## config.mk

```make
export PLATFORM = sky130hd
export DESIGN_NAME = mem_arbiter
export DESIGN_NICKNAME = d
export VERILOG_FILES = /design/src/rtl/mem_pkg.sv /design/src/rtl/lat_counter.sv /design/src/rtl/mem_arbiter.sv
export SDC_FILE = /design/constraint.sdc
export NUM_CORES = 1
export LEC_CHECK = 0
export CORE_AREA = 2 2 102 104
export CTS_CLUSTER_SIZE = 25
export DETAILED_ROUTE_END_ITERATION = 16
export DIE_AREA = 0 0 104 106
export PLACE_DENSITY = 0.71
export SETUP_SLACK_MARGIN = 0.2
export SLEW_MARGIN = 15
export SYNTH_ARGS = -nofsm -noshare
export SYNTH_HDL_FRONTEND = slang
export SYNTH_SLANG_ARGS = --single-unit
```

## constraint.sdc

```tcl
create_clock -name CLK -period 2 [get_ports CLK]
set_input_delay 0.4 -clock CLK [delete_from_list [all_inputs] [get_ports CLK]]
set_output_delay 0.4 -clock CLK [all_outputs]
set_load 0.02 [all_outputs]
```

## src/rtl/mem_pkg.sv

```systemverilog
// rtl/mem_pkg.sv - shared types and defaults for the memory arbiter
package mem_pkg;

  typedef enum logic [1:0] {
    IDLE,
    IACC,
    DACC
  } arb_state_t;

  localparam int unsigned LAT_DEFAULT = 2;
  localparam int unsigned CNT_W       = 4;

endpackage

```

## src/rtl/lat_counter.sv

```systemverilog
// rtl/lat_counter.sv - per-word RAM latency counter with clear/enable
module lat_counter
  import mem_pkg::*;
#(
  parameter int unsigned LAT = LAT_DEFAULT
) (
  input  logic             CLK,
  input  logic             RST,
  input  logic             clr_i,
  input  logic             en_i,
  output logic [CNT_W-1:0] cnt_o,
  output logic             done_o
);

  logic [CNT_W-1:0] cnt_q;
  logic [CNT_W-1:0] cnt_d;

  always_comb begin
    cnt_d = cnt_q;
    if (clr_i) begin
      cnt_d = '0;
    end else if (en_i) begin
      cnt_d = cnt_q + 1'b1;
    end
  end

  always_ff @(posedge CLK) begin
    if (RST) begin
      cnt_q <= '0;
    end else begin
      cnt_q <= cnt_d;
    end
  end

  assign cnt_o  = cnt_q;
  // The final latency cycle is the one in which ramload is valid.
  assign done_o = (cnt_q == CNT_W'(LAT - 1));

endmodule

```

## src/rtl/mem_arbiter.sv

```systemverilog
// rtl/mem_arbiter.sv - single-port RAM arbiter, dcache strictly over icache
module mem_arbiter
  import mem_pkg::*;
#(
  parameter int unsigned LAT = LAT_DEFAULT,
  parameter int unsigned AW  = 32,
  parameter int unsigned DW  = 32
) (
  input  logic          CLK,
  input  logic          RST,
  input  logic          iREN,
  input  logic [AW-1:0] iaddr,
  output logic          iwait,
  output logic [DW-1:0] iload,
  input  logic          dREN,
  input  logic          dWEN,
  input  logic [AW-1:0] daddr,
  input  logic [DW-1:0] dstore,
  output logic          dwait,
  output logic [DW-1:0] dload,
  output logic          ramREN,
  output logic          ramWEN,
  output logic [AW-1:0] ramaddr,
  output logic [DW-1:0] ramstore,
  input  logic [DW-1:0] ramload
);

  arb_state_t       state_q;
  arb_state_t       state_d;
  logic             cnt_clr;
  logic             cnt_en;
  logic             cnt_done;
  logic [CNT_W-1:0] cnt;

  lat_counter #(
    .LAT (LAT)
  ) u_lat_counter (
    .CLK    (CLK),
    .RST    (RST),
    .clr_i  (cnt_clr),
    .en_i   (cnt_en),
    .cnt_o  (cnt),
    .done_o (cnt_done)
  );

  always_ff @(posedge CLK) begin
    if (RST) begin
      state_q <= IDLE;
    end else begin
      state_q <= state_d;
    end
  end

  // Returning to IDLE after every word lets a waiting dcache re-win
  // arbitration, so block transfers are never split by icache fetches.
  always_comb begin
    state_d  = state_q;
    cnt_clr  = 1'b0;
    cnt_en   = 1'b0;
    iwait    = 1'b1;
    dwait    = 1'b1;
    iload    = '0;
    dload    = '0;
    ramREN   = 1'b0;
    ramWEN   = 1'b0;
    ramaddr  = '0;
    ramstore = '0;
    unique case (state_q)
      IDLE: begin
        cnt_clr = 1'b1;
        if (dREN || dWEN) begin
          state_d = DACC;
        end else if (iREN) begin
          state_d = IACC;
        end
      end
      DACC: begin
        cnt_en   = 1'b1;
        ramaddr  = daddr;
        ramstore = dstore;
        ramWEN   = dWEN;
        ramREN   = dREN & ~dWEN;
        if (!(dREN || dWEN)) begin
          state_d = IDLE;
        end else if (cnt_done) begin
          dwait   = 1'b0;
          dload   = ramload;
          state_d = IDLE;
        end
      end
      IACC: begin
        cnt_en  = 1'b1;
        ramaddr = iaddr;
        ramREN  = 1'b1;
        if (!iREN) begin
          state_d = IDLE;
        end else if (cnt_done) begin
          iwait   = 1'b0;
          iload   = ramload;
          state_d = IDLE;
        end
      end
      default: begin
        state_d = IDLE;
      end
    endcase
  end

endmodule

```

==> qor.csv, run 1 <==
stage,metric,value,unit
logic_synthesis,count_of_mapped_cells_out_of_synthesis,228,
logic_synthesis,synthesis.yosys.warnings,0,
worst_setup_path,cp-startpoint,u_lat_counter.cnt_o[1],
floorplan,chipWidth,104,µm
sta,max-slew-margin-rel,0.763,
route,detailedRoute.firstPassIterationCount,4,
global_route,met3_usage,0.0497,
worst_setup_path,slowest_delay,0.42,ns
worst_setup_path,setup.worst_path.start_class,flop,
route,wire_per_inst,15.8,µm
worst_setup_path,slowest_stage,or3b_4,
worst_setup_path,end_kind,primary output,
floorplan,fp.dieArea,11000,µm²
sta,max_slew.worst_pin.slew,0.346,ns
placement,place.port_buffers,264,
logic_synthesis,primary_ff_master_synth,dfxtp_1,
logic_synthesis,post_synth.cell_area_avg,7.01,µm²
global_route,grt.busiest_layer,met2,
placement,place_hpwl,7370,µm
logic_synthesis,synth_most_common_cell,and2_1,
global_route,grt-ovfl-total,0,
route,avgViaCountPerCell,4.29,
logic_synthesis,synthDominantAreaCellType,and2_1,
logic_synthesis,synth_top_cells_by_area,"and2_1, a22oi_1, nor2b_1",
sta,worst_clock_skew,0.00106,ns
power,power_density,274,nW/µm²
floorplan,fp.coreArea,10000,µm²
route,drc,0,
route,detailedRoute.firstIterationViolations,70,
cts,htree_levels,1,
cts,cts_root_buffer,clkbuf_8,
sta,setup_slack,-0.242,ns
logic_synthesis,synth.top_cell.area_share,0.360,
global_route,grt.total_usage,0.137,
global_route,antenna_violations_before_repair,0,
floorplan,num_io_pins,265,
logic_synthesis,yosysUniqueCellTypes,26,
placement,finalWeightedCongestion,0.789,
route,via_count,2927,
worst_setup_path,rrSetupSlack,0.26,ns
logic_synthesis,synth-edff-count,0,
placement,dp_worst_setup_slack,-0.549,ns
cts,cts-buffers-inserted,3,
final_layout,antennaDiodeCount,0,
worst_setup_path,timing_worst_setup_path_type,reg -> out,
cts,numClockSinks,6,
global_route,first_global_vias,2543,
final_layout,fillerInstances,816,
sta,finalMaxSlewViolations,0,
worst_setup_path,timing.critical_path.to,dload[24],
worst_setup_path,regToRegEndpoint,u_lat_counter.cnt_o[1],
sta,hold_viol_final,0,
status,failing_checks,negative setup slack,
cts,clk_transition_reported_paths,0.04,ns
global_route,grt.met1_usage,0.142,
worst_setup_path,cell_by_cell_trace_of_the_critical_path,inv_2 > ha_4 > or3b_4 > nor2b_4 > buf_12 > clkbuf_16 > and2_4 > buf_6,
logic_synthesis,async_reset_ff_frac,0,
worst_setup_path,cp_data_required_time,1.60,ns
global_route,met2_track_demand_over_resource,0.271,
sta,layout_worst_path_cycle_share,1.12,
power,total_leakage_power,2.52,nW
final_layout,drive_gt1_frac,0.698,
logic_synthesis,synth_top_cells_by_count,"and2_1, a22oi_1, nor2b_1, clkbuf_1",
cts,tritoncts_clock_tree,built,
logic_synthesis,netlist_area_before_placement,1600,µm²
floorplan,fp-row-count,37,
final_layout,syn2layout_area_growth,270,%
worst_setup_path,crit_path_cell_count,8,
sta,max_clock_freq,446,MHz
final_layout,finish.utilization,0.591,
floorplan,floorplan.initialDensity,0.160,
sta,setup_repair_after_global_routing_missed_its_margin,yes,
final_layout,layout.nets,688,
worst_hold_path,holdCritPathClass,reg -> reg,
worst_setup_path,worst_path_dominant_cell_family,simple AND/OR/NAND/NOR gates,
status,status,"finished, violations left",
route,drtAntennaViolNets,0,
sta,fin_tns_setup,-9.47,ns
worst_setup_path,crit_path_max_fanout,8,
worst_setup_path,worst-r2r-cell-count,8,
sta,setup_viol_count_final,67,
power,vdd_ir_drop_max,0.000224,V
global_route,grt_start_max_net_pins,35,
global_route,global_route_wire_length_before_repair,12400,µm
cts,clock_path_buffers,2,
job,max-cap-violations,0,
sta,final_period_minus_worst_setup_slack,2.24,ns
worst_setup_path,sum_of_buffers_and_inverters_on_the_critical_path,4,
logic_synthesis,yosys_register_bits,6,
worst_setup_path,cp_data_arrival_time,1.84,ns
floorplan,dieHeight,106,µm
logic_synthesis,synth.yosys.seq_area_share,0.0752,
cts,worst_skew_pair.late_latency,0.22,ns
worst_setup_path,regToRegStartpoint,state_q[1],
route,route.final.wire_length,10800,µm
logic_synthesis,syn_nets,367,
-- flip-flops by register name (all words and copies together) (netlist names) --
register,count
state_q,2
u_lat_counter.cnt_o,4
-- metrics by stage --
stage	area (µm²)	cells	hold WS, ns	total power, W
after floorplan	1830	228	0.469	0.000495
after global placement	4730	628	0.544	0.000998
after detailed placement	4730	628	0.544	0.00101
after CTS	4800	631	0.552	0.00116
after global routing	5910	683	0.633	0.00169
final	5910	683	0.599	0.00162
-- worst min-delay path by stage --
stage,startpoint,to,cells past startpoint
4_1_cts,state_q[0],state_q[0],2
6_report,u_lat_counter.cnt_o[0],u_lat_counter.cnt_o[1],2
5_1_grt,u_lat_counter.cnt_o[0],u_lat_counter.cnt_o[1],2
2_1_floorplan,RST,state_q[0],1
3_3_place_gp,state_q[0],state_q[0],2
3_5_place_dp,state_q[0],state_q[0],2
-- metal layers --
metal / wire (µm) / part of all wire
met3: 923 / 0.085
met2: 5810 / 0.54
met4: 144 / 0.013
met1: 3930 / 0.36
met5: 0 / 0
-- report_power, final --
| part | switching (W) | internal [W] |
|---|---|---|
| clock | 0.0000538 | 0.000129 |
| sequential | 0.00000737 | 0.000125 |
| combinational | 0.000481 | 0.000821 |
| total | 0.000542 | 0.00108 |
-- cell families (layout without fill, tap and decap cells) --
kind of cell               Yosys count  after routing  share of synthesized area
buffers and inverters               27            346                     0.0932
DFF                                  6              6                     0.0752
AOI/OAI and AO/OA                   42             42                      0.197
and+or+nand+nor                    144            144                      0.571
adders and majority gates            6              6                     0.0470
xor gates and xnor gates             3              3                     0.0164
-- layout make-up --
cell class                      instances  area [µm²]  share of cell area
Clock buffer                            3        41.3             0.00699
Inverter                                6        27.5             0.00466
Multi-Input combinational cell        195        1880               0.319
Tap cell                              136         170              0.0288
Sequential cell                         6         130              0.0220
Timing Repair Buffer                  337        3660               0.619
-- worst min-delay path, cell delays in order (launching register included) --
cell and delay, ns:
dfxtp_2 0.34, ha_4 0.13, a2111oi_0 0.08
-- cells in the final DEF (no fill, tap or decap), types with 2 or more instances in the layout --
cell | netlist | routed
a21oi_1 | 2 | 2
a22oi_2 | 0 | 32
and2_1 | 92 | 4
and2_2 | 6 | 42
and2_4 | 0 | 52
buf_12 | 0 | 10
buf_2 | 2 | 3
buf_4 | 0 | 37
buf_6 | 6 | 145
buf_8 | 0 | 2
clkbuf_16 | 0 | 7
clkbuf_8 | 0 | 3
clkdlybuf4s50_1 | 0 | 132
dfxtp_1 | 6 | 2
dfxtp_2 | 0 | 2
dfxtp_4 | 0 | 2
ha_1 | 6 | 2
ha_4 | 0 | 4
inv_1 | 6 | 3
inv_4 | 0 | 2
nand2_1 | 3 | 2
nor2_1 | 3 | 3
nor2b_2 | 0 | 15
nor2b_4 | 2 | 19
nor3_1 | 3 | 3
o2111ai_1 | 3 | 3
o21a_1 | 2 | 2
xor2_1 | 2 | 2
-- repair_timing --
item,CTS,global route
hold buffers,0,0
gates resized for setup,417,494
pin swaps,0,40
gates cloned,0,11
buffers inserted,0,41
endpoints found under the setup margin,132,132
Note: power is estimated with default switching activity, not from simulation.
==> inputs of run 2 (changes only) <==
- GPL_ROUTABILITY_DRIVEN: default -> 0
- SLEW_MARGIN: 15 -> 30
==> results of run 2 <==
Same layout as run 1: the final DEF is identical, and so are final timing and power.
==> inputs of run 3 (changes only) <==
- ABC_AREA: default -> 1
- SKIP_CTS_REPAIR_TIMING: default -> 1
==> qor.csv, run 3 <==
stage,metric,value,unit,change
status,status,finished clean,,"was finished, violations left"
worst_setup_path,end_kind,primary output,,unchanged
final_layout,multi_input_comb_area,1630,µm²,was 1880 µm²
placement,dp.cells,742,,was 628
route,maxUsedRoutingLayer,met4,,unchanged
route,route.final.wire_length,12600,µm,was 10800 µm
sta,hold_viol_final,0,,unchanged
power,vdd_ir_drop_max,0.000473,V,was 0.000224 V
logic_synthesis,synth_top_cells_by_area,"nand2_1, inv_1, nor2_1",,"was and2_1, a22oi_1, nor2b_1"
global_route,first_global_vias,2808,,was 2543
logic_synthesis,synth-edff-count,0,,unchanged
final_layout,final_common_cell,clkdlybuf4s50_1,,was buf_6
floorplan,fp.coreArea,10000,µm²,unchanged
worst_setup_path,cp_data_required_time,1.60,ns,about the same
logic_synthesis,synthesis.yosys.warnings,0,,unchanged
logic_synthesis,count_of_mapped_cells_out_of_synthesis,342,,was 228
final_layout,syn2layout_area_growth,246,%,was 270%
cts,htree_levels,1,,unchanged
logic_synthesis,synth_most_common_cell,nand2_1,,was and2_1
cts,clock_path_buffers,2,,unchanged
global_route,grt-ovfl-total,0,,unchanged
placement,dpl-instance-area,4480,µm²,was 4730 µm²
cts,tritoncts_clock_tree,built,,unchanged
worst_setup_path,slowest_delay,0.37,ns,was 0.42 ns
worst_setup_path,cell_by_cell_trace_of_the_critical_path,inv_4 > buf_6 > ha_4 > inv_8 > buf_16 > a21oi_2 > buf_4,,was inv_2 > ha_4 > or3b_4 > nor2b_4 > buf_12 > clkbuf_16 > and2_4 > buf_6
worst_setup_path,slowest_stage,dfxtp_4,,was or3b_4
route,via_count,3290,,was 2927
sta,setup_repair_after_global_routing_missed_its_margin,yes,,unchanged
route,drc,0,,unchanged
logic_synthesis,syn_nets,481,,was 367
floorplan,fp.dieArea,11000,µm²,unchanged
cts,clk_transition_reported_paths,0.03,ns,was 0.04 ns
worst_setup_path,setup.worst_path.start_class,flop,,unchanged
route,wire_per_inst,16.2,µm,was 15.8 µm
power,total_leakage_power,2.68,nW,was 2.52 nW
placement,dp_worst_setup_slack,-0.523,ns,was -0.549 ns
route,detailedRoute.firstPassIterationCount,5,,was 4
route,m1WireLength,4920,µm,was 3930 µm
logic_synthesis,primary_ff_master_synth,dfxtp_1,,unchanged
sta,fin_worst_hold_slack,0.581,ns,was 0.599 ns
logic_synthesis,synth.yosys.seq_area_share,0.0753,,was 0.0752
final_layout,largest_register_ff_count,4,,unchanged
job,max-cap-violations,0,,unchanged
sta,max_clock_freq,510,MHz,was 446 MHz
floorplan,num_io_pins,265,,unchanged
final_layout,fillerInstances,908,,was 816
final_layout,layout.nets,782,,was 688
cts,cts-buffers-inserted,3,,unchanged
cts,numClockSinks,6,,unchanged
sta,setup_viol_count_final,0,,was 67
logic_synthesis,synth.top_cell.area_share,0.264,,was 0.360
route,wl_met3,574,µm,was 923 µm
route,detailedRoute.firstIterationViolations,131,,was 70
route,met2WireLength,6840,µm,was 5810 µm
floorplan,chipWidth,104,µm,unchanged
worst_setup_path,timing_worst_setup_path_type,reg -> out,,unchanged
logic_synthesis,synthDominantAreaCellType,nand2_1,,was and2_1
worst_hold_path,holdCritPathClass,reg -> reg,,unchanged
final_layout,layout.cell_area.non_filler,5520,µm²,was 5910 µm²
logic_synthesis,yosys_register_bits,6,,unchanged
global_route,grt_start_max_net_pins,42,,was 35
floorplan,fp-row-count,37,,unchanged
sta,fin_tns_setup,0,ns,was -9.47 ns
floorplan,dieHeight,106,µm,unchanged
worst_setup_path,crit_path_max_fanout,17,,was 8
logic_synthesis,yosysUniqueCellTypes,20,,was 26
floorplan,floorplan.initialDensity,0.160,,about the same
logic_synthesis,synth_top_cells_by_count,"nand2_1, inv_1, nor2_1, a21oi_1, buf_2",,"was and2_1, a22oi_1, nor2b_1, clkbuf_1"
sta,worst_clock_skew,0.00233,ns,was 0.00106 ns
placement,place.port_buffers,264,,unchanged
global_route,grt.total_usage,0.160,,was 0.137
sta,layout_worst_path_cycle_share,0.980,,was 1.12
final_layout,antennaDiodeCount,0,,unchanged
final_layout,layoutNonFillerInstCount,777,,was 683
worst_setup_path,cp_data_arrival_time,1.56,ns,was 1.84 ns
global_route,global_route_wire_length_before_repair,14600,µm,was 12400 µm
sta,max_slew.worst_pin.slew,0.285,ns,was 0.346 ns
cts,worst_skew_pair.late_latency,0.22,ns,about the same
sta,max-slew-margin-rel,0.808,,was 0.763
route,drtAntennaViolNets,0,,unchanged
final_layout,highest_count_cells_in_the_layout_ignoring_fill_and_taps,"clkdlybuf4s50_1, buf_4, nand2_1",,"was buf_6, clkdlybuf4s50_1, and2_4"
placement,place_hpwl,7980,µm,was 7370 µm
sta,finalMaxSlewViolations,0,,unchanged
logic_synthesis,netlist_area_before_placement,1600,µm²,about the same
sta,setup_slack,0.0410,ns,was -0.242 ns
logic_synthesis,post_synth.cell_area_avg,4.66,µm²,was 7.01 µm²
route,avgViaCountPerCell,4.23,,was 4.29
logic_synthesis,async_reset_ff_frac,0,,unchanged
final_layout,area.sequential,130,µm²,unchanged
sta,final_period_minus_worst_setup_slack,1.96,ns,was 2.24 ns
global_route,antenna_violations_before_repair,0,,unchanged
cts,cts_root_buffer,clkbuf_8,,unchanged
final_layout,drive_gt1_frac,0.470,,was 0.698
power,power_density,307,nW/µm²,was 274 nW/µm²
## run 3: per-stage QoR
stage,utilization,total power (W)
after CTS,0.452,0.00126
after floorplan,-,0.000510
after detailed placement,0.448,0.00107
final,0.552,0.00170
after global placement,0.448,0.00106
after global routing,0.552,0.00178
## run 3: path summary, 6_finish.rpt
kind                          start                endpoint  slack (ns)  cells past startpoint
max                      state_q[0]              ramaddr[0]        0.04                      7
min          u_lat_counter.cnt_o[0]  u_lat_counter.cnt_o[1]        0.58                      2
max reg2reg              state_q[0]              state_q[1]        0.18                     14
min reg2reg  u_lat_counter.cnt_o[0]  u_lat_counter.cnt_o[1]        0.58                      2
## run 3: critical path, delay by kind of cell, from the launching register on
kind | cells | cell delay, ns
fa+ha+maj | 1 | 0.29
buf+inv | 5 | 0.54
flops | 1 | 0.37
compound gates | 1 | 0.13
## run 3: area by class of cell
type / instances / area share
Clock buffer: 3 / 0.00748
Tap cell: 136 / 0.0308
Multi-Input combinational cell: 239 / 0.295
Timing Repair Buffer: 316 / 0.588
Sequential cell: 6 / 0.0236
Inverter: 77 / 0.0546
## run 3: cells by family (layout without fill, tap and decap cells)
group	count (synthesis)	after routing	synth area share
adders and majority gates	6	6	0.0471
buffers and inverters	97	396	0.271
AOI/OAI and AO/OA	41	41	0.131
DFF	6	6	0.0753
and+or+nand+nor	192	192	0.476
## run 3: where the power goes
group | internal (W) | switching [W]
registers | 0.000128 | 0.00000962
clock network | 0.000129 | 0.0000490
logic | 0.000727 | 0.000653
## run 3: routing by layer
metal / vias up / track usage
met5: - / 0
met4: 0 / 0.0319
met3: 22 / 0.0245
met2: 131 / 0.318
met1: 1547 / 0.179
li1: 1590 / -
